**src/rtl/dnn_pkg.sv**
```systemverilog
// Shared types and defaults for the MNIST inference controller.
package dnn_pkg;

   typedef enum logic [2:0] {
      ST_IDLE,
      ST_LOAD,
      ST_BIAS,
      ST_START,
      ST_RUN,
      ST_ARGMAX,
      ST_RESULT,
      ST_CLEAR
   } state_t;

   typedef logic signed [13:0] q212_t;

   localparam q212_t       ONE_Q212        = 14'h1000;
   localparam logic [15:0] ADDR_BASE_A_DEF = 16'h0000;
   localparam int          N_PIX_DEF       = 400;
   localparam int          N_OUT_DEF       = 10;

endpackage

```
**src/rtl/dnn_argmax_seq.sv**
```systemverilog
// Sequential signed argmax over N packed words, one candidate per cycle.
// Ties keep the lower index because only a strictly greater word replaces the best.
module dnn_argmax_seq #(
   parameter int W = 14,
   parameter int N = 10
) (
   input  logic           clk,
   input  logic           rst,
   input  logic           start,
   input  logic [N*W-1:0] vec,
   output logic           busy,
   output logic           done,
   output logic [3:0]     cls,
   output logic [W-1:0]   score
);

   logic [3:0]   idx;
   logic [W-1:0] cand;

   assign cand = vec[int'(idx)*W +: W];
   assign done = busy && (idx == 4'(N-1));

   always_ff @(posedge clk or negedge rst) begin
      if (!rst) begin
         busy  <= 1'b0;
         idx   <= '0;
         cls   <= '0;
         score <= '0;
      end else if (start) begin
         busy  <= 1'b1;
         idx   <= 4'd1;
         cls   <= '0;
         score <= vec[W-1:0];
      end else if (busy) begin
         if ($signed(cand) > $signed(score)) begin
            score <= cand;
            cls   <= idx;
         end
         if (done) begin
            busy <= 1'b0;
         end
         idx <= idx + 4'd1;
      end
   end

endmodule

```
**src/rtl/dnn_infer_ctrl.sv**
```systemverilog
// Inference sequencer: loads an image and bias into activation memory, runs the engine,
// reduces its outputs by argmax. Optional DNN_CTRL_PERF_EN adds an engine cycle counter.
//
// state     | meaning
// ----------+---------------------------------------------
// ST_IDLE   | ready for the first pixel of a new image
// ST_LOAD   | writing accepted pixels
// ST_BIAS   | writing the bias word after the last pixel
// ST_START  | eng_start pulse, engine owns the address port
// ST_RUN    | waiting for eng_done
// ST_ARGMAX | sequential reduction of engine outputs
// ST_RESULT | res_valid held until consumed
// ST_CLEAR  | eng_reset pulse, then back to idle
module dnn_infer_ctrl
   import dnn_pkg::*;
#(
   parameter int                    DATA_WIDTH  = 14,
   parameter int                    ADDR_WIDTH  = 16,
   parameter logic [ADDR_WIDTH-1:0] ADDR_BASE_A = ADDR_BASE_A_DEF,
   parameter int                    N_PIX       = N_PIX_DEF,
   parameter int                    N_OUT       = N_OUT_DEF,
   parameter logic [DATA_WIDTH-1:0] BIAS_VAL    = ONE_Q212
) (
   input  logic                        clk,
   input  logic                        rst,
   input  logic                        pix_valid,
   output logic                        pix_ready,
   input  logic [DATA_WIDTH-1:0]       pix_data,
   output logic                        mem_we,
   output logic [ADDR_WIDTH-1:0]       mem_addr,
   output logic [DATA_WIDTH-1:0]       mem_wdata,
   input  logic [ADDR_WIDTH-1:0]       eng_mem_addr,
   output logic                        eng_start,
   output logic                        eng_reset,
   input  logic                        eng_done,
   input  logic [N_OUT*DATA_WIDTH-1:0] eng_out,
   output logic                        res_valid,
   input  logic                        res_ready,
   output logic [3:0]                  res_class,
   output logic [DATA_WIDTH-1:0]       res_score,
`ifdef DNN_CTRL_PERF_EN
   output logic [31:0]                 perf_cycles,
`endif
   output logic                        busy
);

   localparam logic [ADDR_WIDTH-1:0] LAST_IDX  = ADDR_WIDTH'(N_PIX-1);
   localparam logic [ADDR_WIDTH-1:0] BIAS_ADDR = ADDR_BASE_A + ADDR_WIDTH'(N_PIX);

   state_t                state;
   logic [ADDR_WIDTH-1:0] idx;
   logic                  accept;
   logic                  am_start;
   logic                  am_busy;
   logic                  am_done;

   // Gated by rst so the port reads zero during reset yet accepts from the first clock after.
   assign pix_ready = rst && ((state == ST_IDLE) || (state == ST_LOAD));
   assign accept    = pix_valid && pix_ready;
   assign am_start  = (state == ST_RUN) && eng_done;

   always_comb begin
      mem_we    = 1'b0;
      mem_addr  = ADDR_BASE_A;
      mem_wdata = '0;
      if (!rst) begin
         mem_addr = '0;
      end else if (accept) begin
         mem_we    = 1'b1;
         mem_addr  = ADDR_BASE_A + idx;
         mem_wdata = pix_data;
      end else if (state == ST_BIAS) begin
         mem_we    = 1'b1;
         mem_addr  = BIAS_ADDR;
         mem_wdata = BIAS_VAL;
      end else if ((state == ST_START) || (state == ST_RUN) || (state == ST_ARGMAX)) begin
         mem_addr = eng_mem_addr;
      end
   end

   always_ff @(posedge clk or negedge rst) begin
      if (!rst) begin
         state     <= ST_IDLE;
         idx       <= '0;
         eng_start <= 1'b0;
         eng_reset <= 1'b0;
         res_valid <= 1'b0;
         busy      <= 1'b0;
      end else begin
         case (state)
            ST_IDLE, ST_LOAD: begin
               if (accept) begin
                  busy <= 1'b1;
                  if (idx == LAST_IDX) begin
                     idx   <= '0;
                     state <= ST_BIAS;
                  end else begin
                     idx   <= idx + 1'b1;
                     state <= ST_LOAD;
                  end
               end
            end
            ST_BIAS: begin
               eng_start <= 1'b1;
               state     <= ST_START;
            end
            ST_START: begin
               eng_start <= 1'b0;
               state     <= ST_RUN;
            end
            ST_RUN: begin
               if (eng_done) begin
                  state <= ST_ARGMAX;
               end
            end
            ST_ARGMAX: begin
               if (am_busy && am_done) begin
                  res_valid <= 1'b1;
                  state     <= ST_RESULT;
               end
            end
            ST_RESULT: begin
               if (res_ready) begin
                  res_valid <= 1'b0;
                  eng_reset <= 1'b1;
                  state     <= ST_CLEAR;
               end
            end
            ST_CLEAR: begin
               eng_reset <= 1'b0;
               busy      <= 1'b0;
               state     <= ST_IDLE;
            end
            default: begin
               state <= ST_IDLE;
            end
         endcase
      end
   end

   dnn_argmax_seq #(
      .W (DATA_WIDTH),
      .N (N_OUT)
   ) u_argmax (
      .clk   (clk),
      .rst   (rst),
      .start (am_start),
      .vec   (eng_out),
      .busy  (am_busy),
      .done  (am_done),
      .cls   (res_class),
      .score (res_score)
   );

`ifdef DNN_CTRL_PERF_EN
   // Counts START plus every RUN cycle, so the eng_done cycle is included.
   always_ff @(posedge clk or negedge rst) begin
      if (!rst) begin
         perf_cycles <= '0;
      end else if (state == ST_START) begin
         perf_cycles <= 32'd1;
      end else if ((state == ST_RUN) && (perf_cycles != 32'hFFFF_FFFF)) begin
         perf_cycles <= perf_cycles + 32'd1;
      end
   end
`endif

endmodule

```
**config.mk**
```make
export PLATFORM = sky130hd
export DESIGN_NAME = dnn_infer_ctrl
export DESIGN_NICKNAME = d
export VERILOG_FILES = /design/src/rtl/dnn_pkg.sv /design/src/rtl/dnn_argmax_seq.sv /design/src/rtl/dnn_infer_ctrl.sv
export SDC_FILE = /design/constraint.sdc
export NUM_CORES = 1
export LEC_CHECK = 0
export CAP_MARGIN = 20
export CORE_ASPECT_RATIO = 1.1
export CORE_MARGIN = 4
export CORE_UTILIZATION = 26
export CTS_CLUSTER_DIAMETER = 60
export DETAILED_ROUTE_END_ITERATION = 6
export DONT_BUFFER_PORTS = 1
export PLACE_DENSITY = 0.47
export SYNTH_ARGS = -nofsm -noshare
export SYNTH_HDL_FRONTEND = slang
export SYNTH_SLANG_ARGS = --single-unit
```
**constraint.sdc**
```tcl
create_clock -name clk -period 3.3 [get_ports clk]
set_input_delay 0.66 -clock clk [delete_from_list [all_inputs] [get_ports clk]]
set_output_delay 0.66 -clock clk [all_outputs]
set_load 0.01 [all_outputs]
```
# After elaboration in Yosys (flattened, before gate mapping)
# Cells that the tools add are included.
# word_totals
reg_bits	46
inputBits	175
output_inout_bits	54
word_cells	86
# classes
addsub	2
mul	1
magnitude_cmp	1
n_eq_ne	13
shifts	1
n_mux	36
reduce_logical	22
# op_table
operator	n
variable part select 140 x 32 -> 14 bit	1
2-to-1 mux 16 bit	5
2-to-1 mux 14 bit	5
one-hot mux 3 bit (7 select lines)	1
2-to-1 mux 4 bit	5
adder 16 x 1 -> 16 bit (second input constant)	1
equality test 16 x 9 -> 1 bit (second input constant)	1
greater-than comparator 14 bit	1
2-to-1 mux 13 bit	1
equality test 3 bit (second input constant)	4
2-to-1 mux 3 bit	4
nonzero test 2 bit	6
2-to-1 mux 1 bit	10
one-hot mux 1 bit (2 select lines)	4
AND reduction 2 bit	4
multiplier 4 x 3 -> 7 bit (second input constant)	1
equality test 3 x 2 -> 1 bit (second input constant)	2
!= test 2 bit (second input constant)	3
logical AND 1 bit	5
adder 4 x 1 -> 4 bit (second input constant)	1
equality test 4 bit (second input constant)	1
AND reduction 4 bit	1
equality test 3 x 1 -> 1 bit (second input constant)	1
zero test 3 bit	1
other kinds (5)	7

# Longest topological paths before layout
# logic_depth
depth_word	7
mapped_depth	17
ltp_nobuf	12

# Cells and area by module
# From an unflattened synthesis, not the netlist that was laid out.
# unflattened
cells_unflattened	484
area_unflattened_um2	4360.4
# modules_own_cells
mod	n_inst	cells_per_inst	area_per_inst_um2	seq_area_each_um2
dnn_argmax_seq	1	304	2790.2	575.6
dnn_infer_ctrl	1	180	1570.3	575.6

# Worst setup path after synthesis
# OpenSTA, ideal clock, no wires.
# synth_path
path_kind	reg-to-reg
start	register u_argmax.idx[0]
end	register u_argmax.score[10]
setup_ns	0.132
t_arrival_ns	3.075
required_ns	3.168
setup_slack_ns	0.093
path_stages_with_launch	16
path_buffers	4
synth_period_minus_slack_ns	3.207
path_cell_list	dfrtp_1 buf_4 buf_4 mux4_2 a21oi_1 o21ai_1 ha_1 nand4_1 nor2_1 a41o_1 nor2b_1 a211oi_2 buf_6 buf_12 mux2i_1 o21ai_1
# synth_via
elab_chain_len	5
elab_cells_between_ends	8
cone_classes	mul: 1; order compare: 1; shift: 1; mux: 3; reduce/logical: 2
# synth_lines
element	line_no	rtl
start, declared	dnn_argmax_seq.sv:17	logic [3:0] idx;
start signal, assigned	dnn_argmax_seq.sv:42	idx <= idx + 4'd1;
multiplier 4 x 3 -> 7 bit *	dnn_argmax_seq.sv:20	assign cand = vec[int'(idx)*W +: W];
variable part select 140 x 32 -> 14 bit *	dnn_argmax_seq.sv:20	
greater-than comparator 14 bit or 2-to-1 mux 14 bit (tied branches)	dnn_argmax_seq.sv:35	if ($signed(cand) > $signed(score)) begin
nonzero test 2 bit (no source line) or 2-to-1 mux 14 bit (tied branches)	--	
AND reduction 2 bit (no source line) or 2-to-1 mux 14 bit (tied branches)	--	
end signal, assigned	dnn_argmax_seq.sv:33	score <= vec[W-1:0];
end signal, assigned	dnn_argmax_seq.sv:36	score <= cand;
end, declared	dnn_argmax_seq.sv:14	output logic [W-1:0] score
# Mark *: on every way between the ends. The rest lies on a longest branch, timed or not. The select of a mux whose other input is x is not followed.
# A chain may end at the register's enable or synchronous reset.

# Worst setup path in the final report
# layout_path
start	register u_argmax.idx[0]
end	register u_argmax.score[0]
# The elaborated chain is that of the path after synthesis.

==> Flow_metrics.wiki <==
{| class="wikitable"
! Metric !! Value
|-
| Pin count of the biggest net entering global routing || 66
|-
| Mean instance size in the synthesized netlist || roughly 9 um^2
|-
| Wire length after detailed routing || around 14000 um
|-
| Overflow left after global routing || 0
|-
| Most used standard cells in the synthesized netlist || 55 x sky130_fd_sc_hd__nand2_1, 46 x sky130_fd_sc_hd__dfrtp_1, 37 x sky130_fd_sc_hd__o21ai_1
|-
| Post-Syn Instances || about 450
|-
| Outcome || finished, final reports clean
|-
| Length of the first detailed-routing pass in iterations || 4
|-
| Top-level I/O count || about 230
|-
| Type of the most critical hold path || in -> async
|-
| First-pass GRT wire length || 20100 um
|-
| Number of slew-limit violations in the final report || 0
|-
| Drt drc || 0
|-
| Sequential area share after synthesis || roughly 29%
|-
| R2r endpoint || u_argmax.score[0]$_DFFE_PN0P_
|-
| CTS Root Cell || sky130_fd_sc_hd__clkbuf_16
|-
| Reg-to-reg setup timing slack || between 0.007 and 0.008 ns
|-
| Num rows || 47
|-
| Number of clock buffers inserted by TritonCTS || 5
|-
| Mapped Nets || between 600 and 700
|-
| Clock-pin slew reported for the worst setup and hold paths after clock tree synthesis || 0.07 ns
|-
| Most used standard cell by instance count after synthesis || sky130_fd_sc_hd__nand2_1
|-
| Arrival time reported for the critical path endpoint || around 3.5 ns
|-
| Count of buffers inserted at the top-level ports || 0
|-
| Per-cell routed wire length || a little over 20 um
|-
| Cell area after synthesis || ~0.0040 mm^2
|-
| Worst reg2reg path depth || 15
|-
| Net switching component of the power || ~2.3 mW
|-
| Start-to-end type of the worst setup path || reg -> reg
|-
| Switching share of power || 43.5%
|-
| RSZ-0062 raised after global routing || yes
|-
| Post-synth top area share || 28.6%
|-
| Main area contributors after synthesis || sky130_fd_sc_hd__dfrtp_1 29%, sky130_fd_sc_hd__mux4_2 16%, sky130_fd_sc_hd__mux2i_1 8.2%, sky130_fd_sc_hd__ha_1 5.3%, sky130_fd_sc_hd__nand2_1 5.1%
|-
| Distinct cell type count after synthesis || 43
|-
| Worst Setup Start Kind || register
|-
| Area of the placeable core || between 0.015 and 0.02 mm^2
|-
| Relative max-transition margin || a little under two thirds
|-
| Maximum ir drop on the vdd rail || around 0.45 mV
|-
| Sequential share of power || 21.5%
|-
| Final worst path period need || ~3.3 ns
|-
| Transition at the pin with the smallest max-transition slack || 0.537 ns
|-
| Clock share of power || between 10 and 15%
|-
| RePlAce Congestion || 0.845
|-
| Clock latency reported for the late side of the worst-skew pair || 0.29 ns
|-
| Final setup skew || 0.00583 ns
|-
| Area added between synthesis and finish || 18.3%
|-
| CTS tree || done
|-
| Hold Vio Cnt, Final || 0
|-
| Reg-to-Reg Start || u_argmax.idx[0]$_DFFE_PN0P_
|-
| Layout cell share with drive strength beyond 1 || approximately a fifth
|-
| Static power due to leakage || between 1.5 and 2 nW
|-
| Effective utilization at floorplan || roughly a quarter
|-
| Post-layout total power || 5.22 mW
|-
| Initial antenna violation count || 4
|-
| Post-route ant nets || 0
|-
| Share of flip-flops with an asynchronous set or reset || 100%
|-
| Die Area || roughly 0.018 mm^2
|-
| Final number of setup-violating endpoints || 0
|-
| Via density per instance || 5.32
|-
| Number of hold buffers added after CTS || 0
|-
| Global-route total usage across every layer || between 10% and 20%
|-
| Largest fanout of any net on the critical path || 12
|-
| Chip Width || 127 um
|-
| Vias || roughly 3500
|-
| Cell Pwr Density || between 1000 and 1500 mW/mm^2
|-
| HPWL after DPL || approximately 11000 um
|-
| Maximum capacitance violations || 0
|-
| Cell type with the largest total area after synthesis || sky130_fd_sc_hd__dfrtp_1
|-
| Count of state elements after synthesis || 46
|-
| Required time worst endpoint || 3.52 ns
|-
| Post-route design area || 0.00477 mm^2
|-
| Count of flip-flops with a built-in enable after synthesis || 0
|-
| Number of global-route vias before repair || approximately 3500
|-
| Height of the die || 139 um
|-
| TritonCTS sink count || between 40 and 50
|-
| Fin nets || ~650
|-
| Initial DRC count || approximately 150
|-
| Fmax || roughly 300 MHz
|-
| CP endpoint kind || register
|-
| Internal Pwr Total || 2.95 mW
|-
| H-tree depth || 2
|-
| Placement-stage cell area || approximately 0.0043 mm^2
|-
| Count of yosys warnings during synthesis || 0
|-
| Final critical-path share of the clock period || roughly 100%
|-
| Maximum number of buffers from clock root to sink || 2
|-
| Top FF cell, synth || sky130_fd_sc_hd__dfrtp_1
|-
| Portion of total power attributed to combinational logic || about two thirds
|}
[worst max path at each step]
stage	startpoint	to	slack, ns	depth (start not counted)
after CTS	u_argmax.idx[0]$_DFFE_PN0P_	u_argmax.score[8]$_DFFE_PN0P_	-0.01	13
after detailed placement	u_argmax.idx[0]$_DFFE_PN0P_	u_argmax.score[8]$_DFFE_PN0P_	-0.002	13
final	u_argmax.idx[0]$_DFFE_PN0P_	u_argmax.score[0]$_DFFE_PN0P_	0.008	15
after global routing	u_argmax.idx[0]$_DFFE_PN0P_	u_argmax.score[9]$_DFFE_PN0P_	-0.14	15
after floorplan	u_argmax.idx[0]$_DFFE_PN0P_	u_argmax.score[10]$_DFFE_PN0P_	0.09	15
after global placement	u_argmax.idx[0]$_DFFE_PN0P_	u_argmax.cls[0]$_DFFE_PN0P_	0.07	13
[what timing repair did]
action,4_1_cts,5_1_grt
gates cloned,0,3
buffers inserted,0,14
gates resized for setup,0,29
endpoints found under the setup margin,5,18
[kinds of logic after synthesis]
logic type	count (synthesis)	synth area share (%)
buf+inv	47	5.62
xor+xnor	10	2.17
compound gates	107	15.5
flops	46	28.6
mux	62	24.1
fa+ha+maj	17	5.28
simple gates	156	18.7
[routing by layer]
metal	part of all wire [%]	global-route usage (%)
met1	37	17.1
met2	52	25.6
met3	9.4	4.47
met4	1.0	2.48
met5	0.095	0
[worst max-delay path: stages (launching register included)]
cell and delay, ns:
sky130_fd_sc_hd__dfrtp_2 0.42, sky130_fd_sc_hd__buf_4 0.14, sky130_fd_sc_hd__buf_12 0.13, sky130_fd_sc_hd__mux4_2 0.53, sky130_fd_sc_hd__a21oi_2 0.16, sky130_fd_sc_hd__o21ai_2 0.09, sky130_fd_sc_hd__ha_4 0.31, sky130_fd_sc_hd__nand4_1 0.14
sky130_fd_sc_hd__buf_4 0.16, sky130_fd_sc_hd__o41ai_1 0.35, sky130_fd_sc_hd__buf_4 0.18, sky130_fd_sc_hd__a211oi_4 0.04, sky130_fd_sc_hd__buf_6 0.14, sky130_fd_sc_hd__buf_6 0.13, sky130_fd_sc_hd__a21o_1 0.17, sky130_fd_sc_hd__o21ai_1 0.12
[layout by cell type, fill, tap and decap left out, types with 14 or more instances in the layout]
cell type,Yosys,layout
sky130_fd_sc_hd__a21oi_1,25,17
sky130_fd_sc_hd__and2_1,14,14
sky130_fd_sc_hd__buf_4,5,26
sky130_fd_sc_hd__dfrtp_1,46,45
sky130_fd_sc_hd__ha_1,17,16
sky130_fd_sc_hd__inv_1,17,17
sky130_fd_sc_hd__mux2i_1,33,33
sky130_fd_sc_hd__mux4_2,28,28
sky130_fd_sc_hd__nand2_1,55,55
sky130_fd_sc_hd__nor2_1,35,34
sky130_fd_sc_hd__nor2b_1,16,15
sky130_fd_sc_hd__o21ai_1,37,33
[sequential cells by signal, indices dropped and copies added (netlist names)]
name            flops
idx                16
u_argmax.score     14
u_argmax.cls        4
u_argmax.idx        4
state               3
busy                1
eng_reset           1
eng_start           1
res_valid           1
u_argmax.busy       1
[layout make-up]
type	count	area, um^2
diodes	1	2.50
well taps	196	245
flip-flops and latches	46	1150
clock inverters	3	43.8
multi-input cells	352	2740
inverters	18	67.6
clock buffers	5	125
fillers	1601	10300
repair buffers	38	385
[power groups by stage]
stage / sequential [mW] / clock [mW] / combinational, mW
after global routing: 1.17 / 0.635 / 3.88
final: 1.12 / 0.589 / 3.51
after floorplan: 0.975 / 0 / 2.49
after CTS: 1.14 / 0.613 / 3.02
after detailed placement: 1.15 / 0 / 3.02
after global placement: 1.15 / 0 / 2.97
[per-stage QoR]
stage / setup slack [ns] / setup TNS, ns / cells / utilization, % / hold WS, ns
6_report: 0.00768 / 0 / 659 / 31.5 / 0.0648
5_1_grt: -0.145 / -2.00 / 659 / 31.5 / 0.0437
4_1_cts: -0.0123 / -0.0245 / 641 / 29.8 / 0.0478
3_5_place_dp: -0.00179 / -0.00179 / 633 / 28.7 / 0.366
3_3_place_gp: 0.0683 / 0 / 633 / 28.7 / 0.366
2_1_floorplan: 0.0928 / 0 / 445 / - / 0.364
No activity file was read; power rests on OpenSTA's default activity.
